### config.mk
export PLATFORM = sky130hd
export DESIGN_NAME = spi_slave
export DESIGN_NICKNAME = d
export VERILOG_FILES = /design/src/rtl/spi_slave.sv
export SDC_FILE = /design/constraint.sdc
export NUM_CORES = 1
export LEC_CHECK = 0
export ABC_AREA = 1
export ABC_CLOCK_PERIOD_IN_PS = 2600
export CAP_MARGIN = 20
export CORE_ASPECT_RATIO = 0.8
export CORE_UTILIZATION = 30
export DETAILED_ROUTE_END_ITERATION = 6
export PLACE_DENSITY_LB_ADDON = 0.25
export SLEW_MARGIN = 20
export SYNTH_ARGS = -nofsm -noshare
export SYNTH_HDL_FRONTEND = slang
export SYNTH_SLANG_ARGS = --single-unit
### constraint.sdc
create_clock -name clk -period 2.6 [get_ports clk]
set_input_delay 0.65 -clock clk [delete_from_list [all_inputs] [get_ports clk]]
set_output_delay 0.65 -clock clk [all_outputs]
set_load 0.03 [all_outputs]
### src/rtl/spi_slave.sv
// SPI slave front end: frames 10-bit command/payload words from MOSI and
// streams a memory read word back out on MISO after a read-data command.
module spi_slave #(
    parameter int WORD_W = 10,
    parameter int DATA_W = 8
) (
    input  logic              clk,
    input  logic              rst,
    input  logic              SS_n,
    input  logic              MOSI,
    output logic              MISO,
    output logic [WORD_W-1:0] rx_data,
    output logic              rx_valid,
    input  logic [DATA_W-1:0] tx_data,
    input  logic              tx_valid
);

    localparam logic [2:0] IDLE      = 3'd0;
    localparam logic [2:0] CHK_CMD   = 3'd1;
    localparam logic [2:0] WRITE     = 3'd2;
    localparam logic [2:0] READ_ADD  = 3'd3;
    localparam logic [2:0] READ_DATA = 3'd4;

    localparam logic [3:0] CNT_LAST = 4'(WORD_W - 2);
    localparam int         TXC_W    = $clog2(DATA_W + 1);

    logic [2:0]        state;
    logic [3:0]        bit_cnt;
    logic [WORD_W-2:0] rx_shift;
    logic [WORD_W-1:0] rx_next;
    logic              frame_done;
    logic              rd_addr_flag;
    logic [DATA_W-1:0] tx_shift;
    logic [TXC_W-1:0]  tx_cnt;
    logic              tx_busy;
    logic              tx_done;

    assign rx_next = {rx_shift, MOSI};

    // Frame bits keep shifting until bit 0 lands; SS_n high wins over everything
    // except completing a frame on that same edge.
    always_ff @(posedge clk or posedge rst) begin
        if (rst) begin
            state        <= IDLE;
            bit_cnt      <= '0;
            rx_shift     <= '0;
            rx_data      <= '0;
            rx_valid     <= 1'b0;
            frame_done   <= 1'b0;
            rd_addr_flag <= 1'b0;
            tx_shift     <= '0;
            tx_cnt       <= '0;
            tx_busy      <= 1'b0;
            tx_done      <= 1'b0;
            MISO         <= 1'b0;
        end else begin
            rx_valid <= 1'b0;
            case (state)
                IDLE: begin
                    if (!SS_n) state <= CHK_CMD;
                end
                CHK_CMD: begin
                    if (SS_n) begin
                        state <= IDLE;
                    end else begin
                        rx_shift   <= rx_next[WORD_W-2:0];
                        bit_cnt    <= '0;
                        frame_done <= 1'b0;
                        if (!MOSI)             state <= WRITE;
                        else if (rd_addr_flag) state <= READ_DATA;
                        else                   state <= READ_ADD;
                    end
                end
                WRITE, READ_ADD, READ_DATA: begin
                    if (!frame_done) begin
                        if (bit_cnt == CNT_LAST) begin
                            rx_data    <= rx_next;
                            rx_valid   <= 1'b1;
                            frame_done <= 1'b1;
                            if (state == READ_ADD) rd_addr_flag <= 1'b1;
                        end else begin
                            rx_shift <= rx_next[WORD_W-2:0];
                            bit_cnt  <= bit_cnt + 4'd1;
                        end
                    end else if (state == READ_DATA && !SS_n) begin
                        // One capture per frame; the word then drains MSB first.
                        if (tx_busy) begin
                            if (tx_cnt != '0) begin
                                MISO     <= tx_shift[DATA_W-1];
                                tx_shift <= tx_shift << 1;
                                tx_cnt   <= tx_cnt - 1'b1;
                            end else begin
                                MISO         <= 1'b0;
                                tx_busy      <= 1'b0;
                                tx_done      <= 1'b1;
                                rd_addr_flag <= 1'b0;
                            end
                        end else if (!tx_done && tx_valid) begin
                            MISO     <= tx_data[DATA_W-1];
                            tx_shift <= tx_data << 1;
                            tx_cnt   <= TXC_W'(DATA_W - 1);
                            tx_busy  <= 1'b1;
                        end
                    end
                    if (SS_n) begin
                        state      <= IDLE;
                        frame_done <= 1'b0;
                        bit_cnt    <= '0;
                        tx_busy    <= 1'b0;
                        tx_done    <= 1'b0;
                        MISO       <= 1'b0;
                    end
                end
                default: state <= IDLE;
            endcase
        end
    end

endmodule

### After elaboration in Yosys (flattened, before gate mapping)

Index checks and enable logic that the tools add are counted.

* flip-flop bits (word level): 44
* bits in latches: 0
* memory bits (writable): 0
* memory bits (read-only): 0
* input port bits: 13
* output and inout bits: 12
* logic and storage cells: 108
* memories: 0

* add/sub/neg operators: 2
* multiply operators: 0
* divide/modulo/power cells: 0
* order comparisons: 0
* equal/unequal tests: 17
* shifts and indexed selects: 0
* multiplexer cells: 51
* bitwise logic cells: 1
* reductions and logical operators: 25

Operators by type and width (count)
* $mux W1: 29
* $mux W4: 7
* $mux W9: 3
* $mux W8: 3
* $pmux W9 S2: 1
* $mux W3: 5
* $ne A2 B2 Y1 const B: 7
* $reduce_bool A2 Y1: 7
* $reduce_and A4 Y1: 3
* $reduce_and A5 Y1: 2
* $pmux W3 S3: 1
* $pmux W4 S2: 1
* $eq A3 B2 Y1 const B: 2
* $ne A2 B1 Y1 const B: 3
* $ne A3 B3 Y1 const B: 2
* $reduce_and A3 Y1: 2
* $reduce_and A6 Y1: 1
* $add A4 B1 Y4 const B: 1
* $eq A4 B4 Y1 const B: 1
* $reduce_and A2 Y1: 2
* $reduce_bool A4 Y1: 1
* $sub A4 B1 Y4 const B: 1
* $eq A3 B1 Y1 const B: 1
* $eq A3 B3 Y1 const B: 1
* other kinds (7): 9

### Logic depth before layout (Yosys ltp)

Gate-level depths: netlist of run 1.

* word-level depth: 7
* gate-level depth with buffers: 9
* mapped depth without buffers: 8

### Worst setup path after synthesis of run 1

OpenSTA, ideal clock, no wires.

* path kind: input to register
* start point: input SS_n
* end point: register tx_cnt[2]
* setup time: 123 ps
* arrival time: 1274 ps
* data required time: 2477 ps
* path slack: 1203 ps
* stages: 5
* path buffers: 1
* path through: inv_2 -> nand4_2 -> buf_2 -> o21ai_0 -> nand2_1

* longest elaborated chain between the ends: 3

Ends and longest elaborated chain
* start, declared: line 9 `input logic SS_n,`
* $logic_not A1 Y1: line 85 `end else if (state == READ_DATA && !SS_n) begin`
* $logic_and A1 B1 Y1: line 85
* $reduce_and A5 Y1 (no source line)
* end signal, assigned: line 91 `tx_cnt <= tx_cnt - 1'b1;`
* end signal, assigned: line 101 `tx_cnt <= TXC_W'(DATA_W - 1);`
* end, declared: line 34 `logic [TXC_W-1:0] tx_cnt;`

Every way passes these cells.
A chain may end at the register's enable or synchronous reset.

### Worst setup path in the final report of run 1

* start point: register rx_data[0]
* end point: output rx_data[0]

RTL lines
* start, declared: line 12 `output logic [WORD_W-1:0] rx_data,`
* start signal, assigned: line 77 `rx_data <= rx_next;`

No word-level cell between the ends.

==> metrics, run 1 <==
status complete, but fails checks; failing checks DRC; post-synthesis net count ~290; WHS Path Cells 2; register area share after synthesis 50.7%; die width roughly 96 µm; CTS Buf Count 5; post-synth design cell area around 2100 µm²; slowest CP cell clkdlybuf4s50_1; Ports 25; DR pass1 iterations 6; post-CTS sizing 0; Reg-to-Reg Start tx_busy; core area between 6000 and 7000 µm²; Power Density between 600 and 700 nW/µm²; worst reg2reg path depth 6; Synth top area share 50.7%; CTS tree done; Unique masters post-synth 26; hold_buf cts 0; most instantiated library cell after synthesis nand2_1; Non-Filler Instances roughly 390; vias in the first global route between 1,500 and 2,000; Starting Density between 30% and 40%; CTS Buffer Depth 2; Top Family by Delay on Critical Path buffers and inverters; Buffers on Ports 24; Synth Area in XOR/XNOR 0%; Worst path depth 1; Final Hold Violating Endpoints 0; root buffer cell clkbuf_8; Mapped Avg Cell Area 7.81 µm²; Reg clk slew, reported paths around 80 ps; mux contribution to synthesized area 0%; Final Cycle Share 76.8%; CP peak stage delay 670 ps; H-Tree Level Count 2; Worst setup startpoint rx_data[0]; Max-cap violations 0; biggest area consumer among synthesized cells dfrtp_1; Async S/R FF share, synth 100%; post-route setup TNS 0 ps; Synth Area in Simple Gates 35.6%; Final Max Slew Viols 0; main flop type after synthesis dfrtp_1; Ys Warns 0; CP endpoint kind output port; Post-CTS Setup Inserts 0; Synth Register Bits 43; drt total wl 4430 µm; Slew Limit Headroom a little under two thirds; Antenna Diode Count 0; Post-synth top cells 128 x nand2_1, 43 x dfrtp_1, 20 x inv_1; placed cell count 378; DP Wirelength 2950 µm; Die Y-Extent a little under 80 µm; worst clock skew 7.79 ps; hold wc startpoint rx_data[6]; EDFF count, synth 0; Die ar. ~7400 µm²; post-DR vias/cell roughly 4.5; initial antenna violation count 0; Cells after Synth 272; post-route ant nets 0; routed len/inst between 10 and 15 µm; placement row count 27; vias 1,723; Total GRT Usage 13.5%; Compound-Gate Fraction of Synth Area 5.19%; Final Critical Period ~2000 ps; cell chain of the critical path clkdlybuf4s50_1; crit path launch type flip-flop; share of layout cells above drive strength 1 9.70%; Layout area overhead 20.0%; buffers and inverters on the worst path 1; Skew-Pair Late Insertion Delay 300 ps; Slew @ Worst Pin around 550 ps; final setup violation count 0; largest cells by area after synthesis dfrtp_1 51%, nand2_1 23%, nand3_1 4.5%; HP Class reg2reg; adder-cell share of the synthesized area 1.77%; largest family of logic cells by synthesized area simple AND/OR/NAND/NOR gates; RSZ-0062 raised after global routing no; Critical Path RT around 2000 ps; first-pass GRT wire length around 7600 µm; DRC violations left 4; Worst Path Max Fanout 2; total gr overflow 0; Setup CP Type reg2out; Worst VDD drop 0.262 mV; pin count of the biggest net entering global routing 44; nets between 300 and 400; Final GP Congestion 0.732; Clock Sinks 43; Peak Freq between 0.5 and 0.6 GHz; Worst EP arrival 1350 ps; initial DRC count 102; Lkg Pwr 1.35 nW
==> layer usage <==
metal | vias to the layer above | wire length, µm | global-route usage [%]
li1 | 905 | - | -
met4 | 0 | 32 | 5.37
met5 | - | 0 | 0
met1 | 791 | 2340 | 19.9
met2 | 24 | 1900 | 18.5
met3 | 3 | 155 | 3.27
==> metrics by stage <==
stage | hold slack [ps] | total power, mW | worst slack, ps | area [µm²] | util, %
6_report | 480 | 1.77 | 603 | 2550 | 37.2
5_1_grt | 502 | 1.88 | 546 | 2550 | 37.2
4_1_cts | 488 | 1.79 | 584 | 2550 | 37.2
3_5_place_dp | 464 | 1.25 | 368 | 2440 | 35.5
3_3_place_gp | 460 | 1.24 | 370 | 2440 | 35.5
2_1_floorplan | 442 | 1.15 | 947 | 2120 | -
==> worst min-delay path, stage by stage, from the launching register on <==
cell and delay (ps):
dfrtp_1 350, nand2_1 50, nand2_1 50
==> cells by family (layout without fill, tap and decap cells) <==
kind of cell	count (synthesis)	count (layout)
buffers and inverters	31	58
AOI/OAI and AO/OA	20	20
and+or+nand+nor	175	175
DFF	43	43
adders and majority gates	3	3
==> power breakdown <==
part           leakage, nW  switching [mW]  internal, mW
combinational        0.709           0.262         0.138
clock               0.0581           0.247         0.286
sequential           0.584          0.0756         0.761
==> sequential cells by signal (all words and copies together), names as in the netlist, 3 cells and up <==
name and count:
rx_data 10, rx_shift 9, tx_shift 7, bit_cnt 4
tx_cnt 4, state 3
==> worst paths after layout <==
path | to | slack (ps)
setup / recovery | rx_data[0] | 600
min in group asynchronous | rx_shift[3] | 790
hold reg to reg | rx_data[6] | 480
hold / removal | rx_data[6] | 480
setup reg to reg | tx_cnt[1] | 780
max in group asynchronous | tx_busy | 1440
==> layout by cell type, fill, tap and decap left out <==
cell and instances:
clkinv_4 1, inv_1 19, clkdlybuf4s50_1 24, o21ai_0 7, nand3_1 19, clkinv_2 1, o21ai_2 1, inv_2 3
clkinv_1 1, nand2_4 3, o22ai_1 1, nor2_1 8, o21a_1 1, nand4_1 6, o21ai_1 8, inv_4 1
nor2_2 2, nand3_2 1, dfrtp_1 43, nand2_1 128, nand4_2 1, a21oi_1 1, a21boi_0 1, ha_1 3
or2_2 1, nand2_2 6, bufinv_16 1, buf_4 2, clkbuf_8 5
==> area by class of cell <==
type	count	area (µm²)
Multi-Input combinational cell	198	903
Timing Repair Buffer	26	255
Clock inverter	3	43.8
Clock buffer	5	68.8
Fill cell	711	4310
Inverter	24	92.6
Tap cell	87	109
Sequential cell	43	1080
No activity file was read; power rests on OpenSTA's default activity.
==> run 2: changes to the inputs <==
--- a/config.mk
+++ b/config.mk
@@ -6,7 +6,7 @@
 export NUM_CORES = 1
 export LEC_CHECK = 0
 export ABC_AREA = 1
-export ABC_CLOCK_PERIOD_IN_PS = 2600
+export ABC_CLOCK_PERIOD_IN_PS = 1900
 export CAP_MARGIN = 20
 export CORE_ASPECT_RATIO = 0.8
 export CORE_UTILIZATION = 30
==> constraint.sdc (replaced) <==
create_clock -name clk -period 1.9 [get_ports clk]
set_input_delay 0.475 -clock clk [delete_from_list [all_inputs] [get_ports clk]]
set_output_delay 0.475 -clock clk [all_outputs]
set_load 0.03 [all_outputs]
==> run 2 against run 1 <==
Compared with the run above: the flow still finishes with violations (DRC); sequential power up 38%; clock skew down 0.71 ps; sequential share of layout area down 0.91 points; highest routed layer unchanged.
==> metrics, run 2 (same netlist as run 1, synthesis figures left out) <==
Worst Path Max Fanout 2 (unchanged); status complete, but fails checks; Max-cap violations 0 (unchanged); Total GRT Usage 13.1% (-0.32 points); CTS Buffer Depth 2 (unchanged); Critical Path RT 1420 ps (-530 ps); Final Cycle Share a little over nine tenths; Reg clk slew, reported paths 90 ps (about the same); Final Max Slew Viols 0 (unchanged); CP peak stage delay 680 ps (about the same); crit path launch type flip-flop; highest-count cells in the layout ignoring fill and taps 128 x nand2_1, 43 x dfrtp_1, 24 x clkdlybuf4s50_1; vias in the first global route 1,679 (+4.7%); hold_buf cts 0 (unchanged); worst reg2reg path depth 8 (+2); total design power 2.29 mW (+29%); Lkg Pwr 1.38 nW (+2.2%); initial antenna violation count 0 (unchanged); Starting Density 31.0% (unchanged); Final Hold Violating Endpoints 0 (unchanged); Worst path depth 1 (unchanged); post-DR vias/cell 4.40 (-1.4%); cell chain of the critical path clkdlybuf4s50_1; Clock Sinks 43 (unchanged); post-route setup TNS 0 ps (unchanged); Skew-Pair Late Insertion Delay 300 ps (about the same); area taken by flip-flops and latches 1080 µm² (unchanged); Antenna Diode Count 0 (unchanged); Peak Freq 0.553 GHz; CP endpoint kind output port; core area 6860 µm² (unchanged); commonest non-fill, non-tap cell in the layout nand2_1; DP Wirelength 3070 µm (+3.8%); post-CTS sizing 0 (unchanged); Setup CP Type reg2out; WHS Path Cells 2 (unchanged); post-route cell area 2610 µm² (+2.2%); Ports 25 (unchanged); first-pass GRT wire length 7510 µm (-1.8%); buffers and inverters on the worst path 1 (unchanged); Top Family by Delay on Critical Path buffers and inverters; Largest register FFs 10 (unchanged); Final GP Congestion 0.779 (+6.5%); Worst VDD drop 0.353 mV (+35%); root buffer cell clkbuf_8; Filler Cells Inserted 725 (+2.0%); DRC violations left 2 (-2); H-Tree Level Count 2 (unchanged); failing checks DRC; pin count of the biggest net entering global routing 44 (unchanged); pre-CTS setup slack 110 ps (-258 ps); DR pass1 iterations 6 (unchanged); nets 323 (+2.9%); Layout area overhead 22.7%; RSZ-0062 raised after global routing no; HP Class reg2reg; Worst EP arrival 1330 ps (-20 ps); placed cell count 387 (+2.4%); post-route core utilization 38.0% (+0.82 points); CTS Buf Count 5 (unchanged); total gr overflow 0 (unchanged); final setup violation count 0 (unchanged); Non-Filler Instances 395 (+2.3%); Slew Limit Headroom 78.7% (+15 points); worst clock skew 7.07 ps (-0.714 ps); vias 1,738 (+0.87%); die width 96.1 µm (unchanged); initial DRC count 83 (-19%); Post-CTS Setup Inserts 0 (unchanged); slowest CP cell clkdlybuf4s50_1; Die ar. 7420 µm² (unchanged); Final Critical Period around 1800 ps; share of layout cells above drive strength 1 12.3% (+2.6 points); top flop regs rx_data: 10 flops, rx_shift: 9 flops, tx_shift: 7 flops; drt total wl 4330 µm (-2.1%); Power Density 877 nW/µm² (+26%); Slew @ Worst Pin 318 ps (-231 ps); Multi-input gate area 903 µm² (unchanged); routed len/inst 11.0 µm (-4.4%); post-route ant nets 0 (unchanged); CTS tree done; placement row count 27 (unchanged); final worst slack 91.7 ps (-511 ps); placed inst area 2520 µm² (+3.3%); Top reg by flops rx_data; Die Y-Extent 77.2 µm (unchanged); Buffers on Ports 24 (unchanged); Hold WS 482 ps (+2.73 ps)
## run 2: cell types whose count changed in the layout (fill, tap and decap cells not counted), sizes merged
cell / delta
clkinvlp: +2
bufinv: -1
buf: +9
clkinv: -1
## run 2: where the power goes
group          total, mW  internal, mW  leakage [nW]  switching, mW
Sequential          1.15          1.04         0.584          0.107
Clock              0.573         0.256        0.0402          0.317
Combinational      0.565         0.208         0.758          0.357
Total               2.29          1.50          1.38          0.781
## run 2: worst paths after layout
check | startpoint | endpoint | slack, ps
worst max-delay path | rx_data[1] | rx_data[1] | 90
worst max register to register | tx_cnt[0] | tx_shift[6] | 360
worst min-delay path | rx_data[5] | rx_data[5] | 480
min in group asynchronous | rst | rx_shift[2] | 520
worst min register to register | rx_data[5] | rx_data[5] | 480
max in group asynchronous | rst | tx_shift[1] | 1170
## run 2: layer usage
metal | part of all wire [%] | vias up | track usage [%]
li1 | - | 922 | -
met3 | 3.1 | 7 | 3.17
met5 | 0 | - | 0
met1 | 54 | 790 | 19.0
met4 | 1.5 | 0 | 4.93
met2 | 41 | 19 | 18.7
## run 2: area by class of cell
type	count	area share (%)
timing repair buffer	35	12.9
clock inverter	3	0.768
sequential	43	41.3
tap	87	4.18
multi-input combinational	198	34.7
clock buffer	5	2.64
inverter	24	3.55
==> run 3: changes to the inputs <==
--- a/config.mk
+++ b/config.mk
@@ -11,6 +11,7 @@
 export CORE_ASPECT_RATIO = 0.8
 export CORE_UTILIZATION = 30
 export DETAILED_ROUTE_END_ITERATION = 6
+export GPL_TIMING_DRIVEN = 0
 export PLACE_DENSITY_LB_ADDON = 0.25
 export SLEW_MARGIN = 20
 export SYNTH_ARGS = -nofsm -noshare
==> run 3 against run 2 <==
Compared with the run above: the run still ends with DRC left; power grew 7.2%; count of clock-buffer cells in the layout is the same; cell area grew 0.29%; final cell count shrank 0.76%; clock power grew 27%; largest power group unchanged; critical path depth is the same; clock skew shrank 1.8 ps; sequential share of layout area shrank 0.12 points; die area is the same.
==> metrics, run 3 (same netlist as run 1, synthesis figures left out) <==
status complete, but fails checks; failing checks DRC; placed cell count 384 (-0.78%); Max-cap violations 0 (unchanged); post-DR vias/cell 4.49 (+2.0%); vias 1,759 (+1.2%); initial DRC count 125 (+51%); Top reg by flops rx_data; routed len/inst 11.2 µm (+1.8%); Non-Filler Instances 392 (-0.76%); CTS Buf Count 5 (unchanged); die width 96.1 µm (unchanged); Final Max Slew Viols 0 (unchanged); DR pass1 iterations 7 (+1); Setup CP Type reg2out; Worst VDD drop 0.507 mV (+43%); CP peak stage delay 680 ps (about the same); drt total wl 4380 µm (+1.0%); CTS tree done; post-CTS sizing 0 (unchanged); RSZ-0062 raised after global routing no; HP Class reg2reg; Total GRT Usage 13.9% (+0.80 points); Antenna Diode Count 0 (unchanged); Ports 25 (unchanged); Top Family by Delay on Critical Path buffers and inverters; highest-count cells in the layout ignoring fill and taps 128 x nand2_1, 43 x dfrtp_1, 24 x clkdlybuf4s50_1; DP Wirelength 3110 µm (+1.4%); Clock Sinks 43 (unchanged); total gr overflow 0 (unchanged); Final Hold Violating Endpoints 0 (unchanged); top flop regs rx_data: 10 flops, rx_shift: 9 flops, tx_shift: 7 flops; pin count of the biggest net entering global routing 26 (-41%); slowest CP cell clkdlybuf4s50_1; Final Critical Period 1830 ps (+24.4 ps); Final GP Congestion 0.800 (+2.7%); total design power 2.45 mW (+7.2%); Slew @ Worst Pin 567 ps (+249 ps); first-pass GRT wire length 7940 µm (+5.7%); H-Tree Level Count 2 (unchanged); Buffers on Ports 24 (unchanged); post-route ant nets 0 (unchanged); Post-CTS Setup Inserts 0 (unchanged); commonest non-fill, non-tap cell in the layout nand2_1; Lkg Pwr 1.39 nW (+0.40%); Worst EP arrival 1360 ps (+30 ps); crit path launch type flip-flop; Skew-Pair Late Insertion Delay 300 ps (about the same); initial antenna violation count 0 (unchanged); worst clock skew 5.30 ps (-1.77 ps); final setup violation count 0 (unchanged); DRC violations left 4 (+2); CP endpoint kind output port; Final Cycle Share 96.5% (+1.3 points); Layout area overhead 23.0%; cell chain of the critical path clkdlybuf4s50_1; vias in the first global route 1,700 (+1.3%); Largest register FFs 10 (unchanged); Reg clk slew, reported paths 90 ps (about the same); core area 6860 µm² (unchanged); CTS Buffer Depth 2 (unchanged); Worst Path Max Fanout 2 (unchanged); root buffer cell clkbuf_8; Die Y-Extent 77.2 µm (unchanged); hold_buf cts 0 (unchanged); Slew Limit Headroom 62.1% (-17 points); Peak Freq 0.546 GHz (-1.3%); buffers and inverters on the worst path 1 (unchanged); nets 320 (-0.93%); Die ar. 7420 µm² (unchanged); Power Density 938 nW/µm² (+6.9%); placement row count 27 (unchanged); share of layout cells above drive strength 1 11.5% (-0.86 points); Starting Density 31.0% (unchanged); Critical Path RT 1420 ps (about the same)
==> run 3: area by class of cell <==
cell class | instances | area (µm²)
inverter | 24 | 92.6
fill | 724 | 4250
tap | 87 | 109
timing repair buffer | 25 | 268
multi-input combinational | 198 | 903
clock buffer | 5 | 68.8
clock inverter | 3 | 43.8
buffer | 7 | 51.3
sequential | 43 | 1080
==> run 3: metal layers <==
| metal | global-route usage [%] | part of all wire (%) |
|---|---|---|
| met1 | 20.3 | 54 |
| met2 | 19.9 | 42 |
| met3 | 3.27 | 2.8 |
| met4 | 4.93 | 0.96 |
| met5 | 0 | 0 |
==> run 3: where the power goes <==
part	internal [mW]	switching (mW)
Clock	0.392	0.336
Sequential	1.04	0.108
Combinational	0.215	0.359
==> run 3: through the flow <==
| step | setup WS [ps] | hold WS [ps] | setup TNS, ps | instance area (µm²) | utilization, % |
|---|---|---|---|---|---|
| 2_1_floorplan | 422 | 442 | 0 | 2120 | - |
| 3_3_place_gp | -578 | 462 | -26190 | 2470 | 36.1 |
| 6_report | 67.4 | 480 | 0 | 2610 | 38.1 |
| 5_1_grt | 24.5 | 495 | 0 | 2610 | 38.1 |
| 4_1_cts | 57.3 | 484 | 0 | 2610 | 38.1 |
| 3_5_place_dp | -75.0 | 461 | -1060 | 2500 | 36.5 |
==> run 3: worst paths after layout <==
path / depth (start not counted) / slack (ps) / to / from
setup / recovery: 1 / 70 / rx_data[0] / rx_data[0]
hold / removal: 2 / 480 / rx_shift[8] / rx_shift[8]
setup reg to reg: 8 / 410 / rx_shift[2] / bit_cnt[0]
hold reg to reg: 2 / 480 / rx_shift[8] / rx_shift[8]
max in group asynchronous: 3 / 860 / bit_cnt[2] / rst
min in group asynchronous: 2 / 550 / rx_data[3] / rst
